`src/rtl/mips_pkg.sv`:
```
// Shared MIPS multicycle definitions: opcodes, funct codes, FSM states and ALU encodings.
// Also carries the decoded control bundle used inside the controller.
package mips_pkg;

    localparam int unsigned OP_W     = 6;
    localparam int unsigned FUNCT_W  = 6;
    localparam int unsigned STATE_W  = 4;
    localparam int unsigned ALUOP_W  = 2;
    localparam int unsigned ALUCTL_W = 3;

    localparam logic [OP_W-1:0] OP_RTYPE = 6'b000000;
    localparam logic [OP_W-1:0] OP_LW    = 6'b100011;
    localparam logic [OP_W-1:0] OP_SW    = 6'b101011;
    localparam logic [OP_W-1:0] OP_BEQ   = 6'b000100;
    localparam logic [OP_W-1:0] OP_ADDI  = 6'b001000;
    localparam logic [OP_W-1:0] OP_J     = 6'b000010;

    localparam logic [FUNCT_W-1:0] FN_ADD = 6'b100000;
    localparam logic [FUNCT_W-1:0] FN_SUB = 6'b100010;
    localparam logic [FUNCT_W-1:0] FN_AND = 6'b100100;
    localparam logic [FUNCT_W-1:0] FN_OR  = 6'b100101;
    localparam logic [FUNCT_W-1:0] FN_SLT = 6'b101010;

    localparam logic [ALUOP_W-1:0] ALUOP_ADD   = 2'b00;
    localparam logic [ALUOP_W-1:0] ALUOP_SUB   = 2'b01;
    localparam logic [ALUOP_W-1:0] ALUOP_FUNCT = 2'b10;

    localparam logic [ALUCTL_W-1:0] ALU_ADD = 3'b010;
    localparam logic [ALUCTL_W-1:0] ALU_SUB = 3'b110;
    localparam logic [ALUCTL_W-1:0] ALU_AND = 3'b000;
    localparam logic [ALUCTL_W-1:0] ALU_OR  = 3'b001;
    localparam logic [ALUCTL_W-1:0] ALU_SLT = 3'b111;

    typedef enum logic [STATE_W-1:0] {
        S_FETCH   = 4'd0,
        S_DECODE  = 4'd1,
        S_MEMADR  = 4'd2,
        S_MEMRD   = 4'd3,
        S_MEMWB   = 4'd4,
        S_MEMWR   = 4'd5,
        S_EXECUTE = 4'd6,
        S_ALUWB   = 4'd7,
        S_BRANCH  = 4'd8,
        S_ADDIEX  = 4'd9,
        S_ADDIWB  = 4'd10,
        S_JUMP    = 4'd11,
        S_HALT    = 4'd12
    } state_e;

    // Moore control word decoded from the current state
    typedef struct packed {
        logic               pcwrite;
        logic               branch;
        logic               memwrite;
        logic               irwrite;
        logic               regwrite;
        logic               iord;
        logic               regdst;
        logic               memtoreg;
        logic               alusrca;
        logic [1:0]         alusrcb;
        logic [1:0]         pcsrc;
        logic [ALUOP_W-1:0] aluop;
        logic               instr_done;
        logic               halt;
    } ctrl_t;

endpackage

```
`src/rtl/mc_aludec.sv`:
```
// ALU decoder: maps the FSM's aluop class plus the R-type funct field to an ALU control code.
module mc_aludec
    import mips_pkg::*;
(
    input  logic [ALUOP_W-1:0]  aluop,
    input  logic [FUNCT_W-1:0]  funct,
    output logic [ALUCTL_W-1:0] alucontrol
);

    always_comb begin
        alucontrol = ALU_ADD;
        case (aluop)
            ALUOP_SUB: alucontrol = ALU_SUB;
            ALUOP_FUNCT: begin
                case (funct)
                    FN_ADD:  alucontrol = ALU_ADD;
                    FN_SUB:  alucontrol = ALU_SUB;
                    FN_AND:  alucontrol = ALU_AND;
                    FN_OR:   alucontrol = ALU_OR;
                    FN_SLT:  alucontrol = ALU_SLT;
                    default: alucontrol = ALU_ADD;
                endcase
            end
            default: alucontrol = ALU_ADD;
        endcase
    end

endmodule

```
`src/rtl/mc_controller.sv`:
```
// Multicycle MIPS control FSM: sequences each instruction over 3-5 states and decodes
// every datapath mux select and enable from the registered state.
module mc_controller
    import mips_pkg::*;
#(
    parameter bit ILLEGAL_TRAP = 1'b0
) (
    input  logic                clk,
    input  logic                reset,
    input  logic [OP_W-1:0]     op,
    input  logic [FUNCT_W-1:0]  funct,
    input  logic                zero,
    output logic                pcen,
    output logic                memwrite,
    output logic                irwrite,
    output logic                regwrite,
    output logic                iord,
    output logic                regdst,
    output logic                memtoreg,
    output logic                alusrca,
    output logic [1:0]          alusrcb,
    output logic [1:0]          pcsrc,
    output logic [ALUCTL_W-1:0] alucontrol,
    output logic                instr_done,
    output logic                illegal,
    output logic [STATE_W-1:0]  state
);

    state_e state_q;
    state_e state_d;
    state_e out_state;
    ctrl_t  ctrl;

    always_ff @(posedge clk) begin
        if (reset) begin
            state_q <= S_FETCH;
        end else begin
            state_q <= state_d;
        end
    end

    // Next-state and Moore output decode; reset presents FETCH outputs immediately
    always_comb begin
        state_d   = S_FETCH;
        ctrl      = '0;
        out_state = reset ? S_FETCH : state_q;

        case (state_q)
            S_FETCH:  state_d = S_DECODE;
            S_DECODE: begin
                case (op)
                    OP_LW, OP_SW: state_d = S_MEMADR;
                    OP_RTYPE:     state_d = S_EXECUTE;
                    OP_BEQ:       state_d = S_BRANCH;
                    OP_ADDI:      state_d = S_ADDIEX;
                    OP_J:         state_d = S_JUMP;
                    default:      state_d = ILLEGAL_TRAP ? S_HALT : S_FETCH;
                endcase
            end
            S_MEMADR:  state_d = (op == OP_SW) ? S_MEMWR : S_MEMRD;
            S_MEMRD:   state_d = S_MEMWB;
            S_EXECUTE: state_d = S_ALUWB;
            S_ADDIEX:  state_d = S_ADDIWB;
            S_HALT:    state_d = S_HALT;
            default:   state_d = S_FETCH;
        endcase

        case (out_state)
            S_FETCH: begin
                ctrl.irwrite = 1'b1;
                ctrl.pcwrite = 1'b1;
                ctrl.alusrcb = 2'b01;
            end
            S_DECODE: ctrl.alusrcb = 2'b11;
            S_MEMADR: begin
                ctrl.alusrca = 1'b1;
                ctrl.alusrcb = 2'b10;
            end
            S_MEMRD: ctrl.iord = 1'b1;
            S_MEMWB: begin
                ctrl.memtoreg   = 1'b1;
                ctrl.regwrite   = 1'b1;
                ctrl.instr_done = 1'b1;
            end
            S_MEMWR: begin
                ctrl.iord       = 1'b1;
                ctrl.memwrite   = 1'b1;
                ctrl.instr_done = 1'b1;
            end
            S_EXECUTE: begin
                ctrl.alusrca = 1'b1;
                ctrl.aluop   = ALUOP_FUNCT;
            end
            S_ALUWB: begin
                ctrl.regdst     = 1'b1;
                ctrl.regwrite   = 1'b1;
                ctrl.instr_done = 1'b1;
            end
            S_BRANCH: begin
                ctrl.alusrca    = 1'b1;
                ctrl.aluop      = ALUOP_SUB;
                ctrl.pcsrc      = 2'b01;
                ctrl.branch     = 1'b1;
                ctrl.instr_done = 1'b1;
            end
            S_ADDIEX: begin
                ctrl.alusrca = 1'b1;
                ctrl.alusrcb = 2'b10;
            end
            S_ADDIWB: begin
                ctrl.regwrite   = 1'b1;
                ctrl.instr_done = 1'b1;
            end
            S_JUMP: begin
                ctrl.pcsrc      = 2'b10;
                ctrl.pcwrite    = 1'b1;
                ctrl.instr_done = 1'b1;
            end
            default: ctrl.halt = 1'b1;
        endcase
    end

    mc_aludec u_aludec (
        .aluop      (ctrl.aluop),
        .funct      (funct),
        .alucontrol (alucontrol)
    );

    // Architectural side effects are suppressed for the whole reset cycle
    assign pcen       = ~reset & (ctrl.pcwrite | (ctrl.branch & zero));
    assign memwrite   = ~reset & ctrl.memwrite;
    assign irwrite    = ~reset & ctrl.irwrite;
    assign regwrite   = ~reset & ctrl.regwrite;
    assign iord       = ctrl.iord;
    assign regdst     = ctrl.regdst;
    assign memtoreg   = ctrl.memtoreg;
    assign alusrca    = ctrl.alusrca;
    assign alusrcb    = ctrl.alusrcb;
    assign pcsrc      = ctrl.pcsrc;
    assign instr_done = ctrl.instr_done;
    assign illegal    = ILLEGAL_TRAP & ctrl.halt;
    assign state      = STATE_W'(state_q);

endmodule

```
`config.mk`:
```
export PLATFORM = sky130hd
export DESIGN_NAME = mc_controller
export DESIGN_NICKNAME = d
export VERILOG_FILES = /design/src/rtl/mips_pkg.sv /design/src/rtl/mc_aludec.sv /design/src/rtl/mc_controller.sv
export SDC_FILE = /design/constraint.sdc
export NUM_CORES = 1
export LEC_CHECK = 0
export ABC_AREA = 0
export BUFFER_PORTS_ARGS = -buffer_cell sky130_fd_sc_hd__buf_2
export CORE_MARGIN = 2
export CORE_UTILIZATION = 27
export DETAILED_ROUTE_END_ITERATION = 12
export GPL_TIMING_DRIVEN = 0
export SETUP_SLACK_MARGIN = 0.2
export SLEW_MARGIN = 0
export SYNTH_ARGS = -nofsm -noshare
export SYNTH_HDL_FRONTEND = slang
export SYNTH_HIERARCHICAL = 1
export SYNTH_SLANG_ARGS = --single-unit
export TNS_END_PERCENT = 5
```
`constraint.sdc`:
```
create_clock -name clk -period 6.3 [get_ports clk]
set_input_delay 1.26 -clock clk [delete_from_list [all_inputs] [get_ports clk]]
set_output_delay 1.26 -clock clk [all_outputs]
set_load 0.01 [all_outputs]
```
Yosys cells after proc, flatten, opt, wreduce, memory -nomap -nowiden --
Cells that the tools add are included.
Storage, ports and cells: input bits 15, register bits after elaboration 4, logic and storage cells 65, output and inout port bits 21
Cells by class: reduce and logical (&&, ||, !) cells 10, muxes and demuxes 19, equal/unequal tests 28, bitwise operators 7
Operators with widths (number):
- 6-bit == test (second input constant) | 6
- 4-bit one-hot mux with 7 select lines | 1
- 4-bit == test (second input constant) | 6
- 4-bit by 3-bit == test with 1-bit output (second input constant) | 5
- 4-bit one-hot mux with 5 select lines | 1
- 4-bit by 2-bit == test with 1-bit output (second input constant) | 4
- 3-bit one-hot mux with 4 select lines | 1
- 1-bit 2-to-1 mux | 10
- 4-bit by 1-bit == test with 1-bit output (second input constant) | 2
- 4-bit logical NOT | 2
- 2-bit one-hot mux with 2 select lines | 2
- 2-bit OR reduction | 4
- 6-bit by 2-bit == test with 1-bit output (second input constant) | 1
- 6-bit by 3-bit == test with 1-bit output (second input constant) | 1
- 6-bit by 4-bit == test with 1-bit output (second input constant) | 1
- 6-bit logical NOT | 1
- 2-bit one-hot mux with 3 select lines | 1
- 3-bit one-hot mux with 2 select lines | 1
- 6-bit OR reduction | 1
- 1-bit AND | 5
- 4-bit 2-to-1 mux | 1
- 4-bit OR reduction | 1
- 3-bit 2-to-1 mux | 1
- 3-bit OR reduction | 1
- other kinds (4) | 4

Longest topological paths before layout --
depth in word-level cells 6, depth in mapped cells 8, depth with buffers taken out 6

Hierarchy --
Netlist, hierarchy kept.
Modules (own cells, without submodules):
- mc_controller | seq. area each 80.1 µm², area an instance 574.3 µm², times used 1, cells each 87
- mc_aludec | seq. area each 0.0 µm², area an instance 118.9 µm², times used 1, cells each 15

Least setup slack after synthesis --
OpenSTA, ideal clock, no wires.
path type input to output, start point input reset, end point output alucontrol[2], path slack 2.505 ns, arrival time 2.535 ns, stages 6, buffers on the path 0, required time 5.040 ns, path through or3_4 nor2_1 inv_1 ha_1 nand4bb_1 o22ai_1
RTL lines:
- start, declared | line mc_controller.sv:9 | input logic reset,
- end, declared | line mc_controller.sv:23 | output logic [ALUCTL_W-1:0] alucontrol,

==> flow_metrics.env <==
export IMPL_post_cts_resized=0
export IMPL_status="finished, final reports clean"
export IMPL_rows=18
export IMPL_rsz0062_at_grt="no"
export IMPL_initial_core_util_pct=28.2
export IMPL_grt_usage_pct=13.2
export IMPL_final_antenna_net_count=0
export IMPL_synth_edf_count=0
export IMPL_place_congestion=0.820
export IMPL_synth_area_top_cells="dfxtp_1, nor3_1, nor2_1"
export IMPL_fin_tns_setup_ps=0
export IMPL_h_tree_depth=1
export IMPL_die_area_sq_um=2990
export IMPL_clkTransAtPathRegs_ps=40
export IMPL_drv_cap=0
export IMPL_arrival_ps=2760
export IMPL_critPathKind="in -> out"
export IMPL_crit_path_max_fanout=4
export IMPL_vias_per_cell=5.18
export IMPL_hp_class="reg -> reg"
export IMPL_yosys_top_cells_count="nor2_1, nor3_1, a21oi_1, buf_2"
export IMPL_synthCells=102
export IMPL_multi_input_comb_area_sq_um=519
export IMPL_cts_root_buffer="clkbuf_4"
export IMPL_cts_max_path_buffers=2
export IMPL_final_layout_size_suffix_gt1_share_pct=40.3
export IMPL_whs_path_depth=2
export IMPL_avgSynthCellArea_sq_um=6.80
export IMPL_ir_drop_uv=70.1
export IMPL_hp_start="state[1]"
export IMPL_rr_startpoint="state[0]"
export IMPL_maxSlewViolCount=0
export IMPL_timing_hold_ws_ps=594
export IMPL_nFillCells=269
export IMPL_synth_warnings=6
export IMPL_wl_per_cell_microns=11.6
export IMPL_hold_viol=0
export IMPL_grt_pass1_wl_microns=2940
export IMPL_antenna_cells=0
export IMPL_port_buffers=34
export IMPL_hold_end="state[0]"
export IMPL_dr_pass1_iters=4
export IMPL_timing_fmax_mhz=248
export IMPL_drt_total_wl_microns=1960
export IMPL_r2r_cells=5
export IMPL_synth_most_common_cell="nor2_1"
export IMPL_power_per_cell_area_nw_per_um2=98.2
export IMPL_layout_nets=158
export IMPL_gr_total_overflow=0
export IMPL_clock_latency_ps=240
export IMPL_drt_first_iter_violations=17
export IMPL_synth_top_area_cell="dfxtp_1"
export IMPL_largest_register_ffs=4
export IMPL_setup_viol=0
export IMPL_coreArea_sq_um=2450
export IMPL_cts_tree="yes"
export IMPL_cts_buffers=3
export IMPL_die_w_microns=54.7
export IMPL_final_period_utilization_pct=63.9
export IMPL_regToRegEndpoint="state[2]"
export IMPL_ys_async_sr_fraction_pct=0
export IMPL_final_setup_skew_ps=2.91
export IMPL_die_h_microns=54.7
export IMPL_synthDistinctLibCells=40
export IMPL_vias=875
export IMPL_grt_pass1_vias=723
export IMPL_grt_max_degree=11
export IMPL_synthFlopType="dfxtp_1"
export IMPL_syn_to_final_growth_pct=33.2
export IMPL_seq_area_sq_um=80.1
export IMPL_synth_top_area_share_pct=11.6
export IMPL_cts_setup_buffers=0
export IMPL_synth_nets=119
export IMPL_crit_required_ps=5040
export IMPL_ios=36
export IMPL_syn_area_sq_um=693
export IMPL_r2r_setup_slack_ps=5040
export IMPL_drc=0
export IMPL_cts_sinks=4
export IMPL_p_total_mw=0.0907
export IMPL_postCtsHoldBufs=0
export IMPL_ys_ff_latch=4
export IMPL_antenna_found_initial=0
export IMPL_p_leak_nw=0.427
export IMPL_cp_end_kind="output port"
export IMPL_ys_seq_area_share_pct=11.6
export IMPL_cp_start_kind="input pin"
export IMPL_dpl_hpwl_microns=1510
export IMPL_min_period_ps=4020
-- how the worst max path moves through the flow --
stage               slack [ps]  depth (start not counted)  startpoint            end
floorplan                 2510                          6       reset  alucontrol[2]
global placement          2290                          8       reset  alucontrol[2]
detailed placement        2260                          8       reset  alucontrol[2]
CTS                       2260                          8       reset  alucontrol[2]
global route              2180                          8       reset  alucontrol[2]
finish                    2280                          8       reset  alucontrol[2]
-- cells in the final DEF (no fill, tap or decap), types with 2 or more instances in the layout --
cell type and count:
nand4bb_1 2, nand2b_1 5, clkbuf_4 3, nand3_1 2
inv_2 2, buf_4 5, buf_2 40, a31oi_1 4
ha_1 2, a21oi_1 6, nor3_1 11, xor2_1 3
o21ai_1 2, nand4_1 2, nand2_1 2, a211oi_1 2
nor2b_1 3, nor2_1 14, dfxtp_1 4, inv_1 4
-- cell type report --
cell class / count / area share [%]
plain buffers: 12 / 7.72
well taps: 30 / 4.07
inverters: 6 / 2.44
multi-input cells: 80 / 56.2
clock buffers: 3 / 2.44
repair buffers: 34 / 18.4
flip-flops and latches: 4 / 8.67
-- stage by stage --
step                area, sq um  cells  util [%]  setup WS (ps)
finish                      923    169      37.6           2280
global route                923    169      37.6           2180
CTS                         923    169      37.6           2260
detailed placement          901    166      36.7           2260
global placement            901    166      36.7           2290
floorplan                   693    102         -           2510
-- power by group --
group,internal (mW),switching (mW),total (mW)
clock network,0.0214,0.0112,0.0326
logic,0.0137,0.0173,0.0310
registers,0.0262,0.000878,0.0271
total,0.0613,0.0294,0.0907
-- routing by layer --
layer | wire length, microns | track usage [%]
met5 | 0 | 0
met4 | 13 | 4.17
met3 | 122 | 2.46
met2 | 958 | 24.4
met1 | 867 | 15.1
-- critical path, stage by stage --
cell       delay, ps
buf_2            110
or3_4            340
nor2_1           140
inv_1             60
ha_1             330
nand4bb_1        220
o22ai_1          150
buf_2            150
-- logic make-up after synthesis --
| family | after synthesis | synth area share (%) |
|---|---|---|
| AND/OR/NAND/NOR | 50 | 43.1 |
| AO/OA/AOI/OAI | 23 | 22.6 |
| buffers and inverters | 18 | 13.5 |
| XOR/XNOR | 4 | 5.06 |
| flip-flops | 4 | 11.6 |
| adder cells (fa/ha/maj) | 2 | 3.61 |
| other | 1 | 0.541 |
Note: power is estimated with default switching activity, not from simulation.
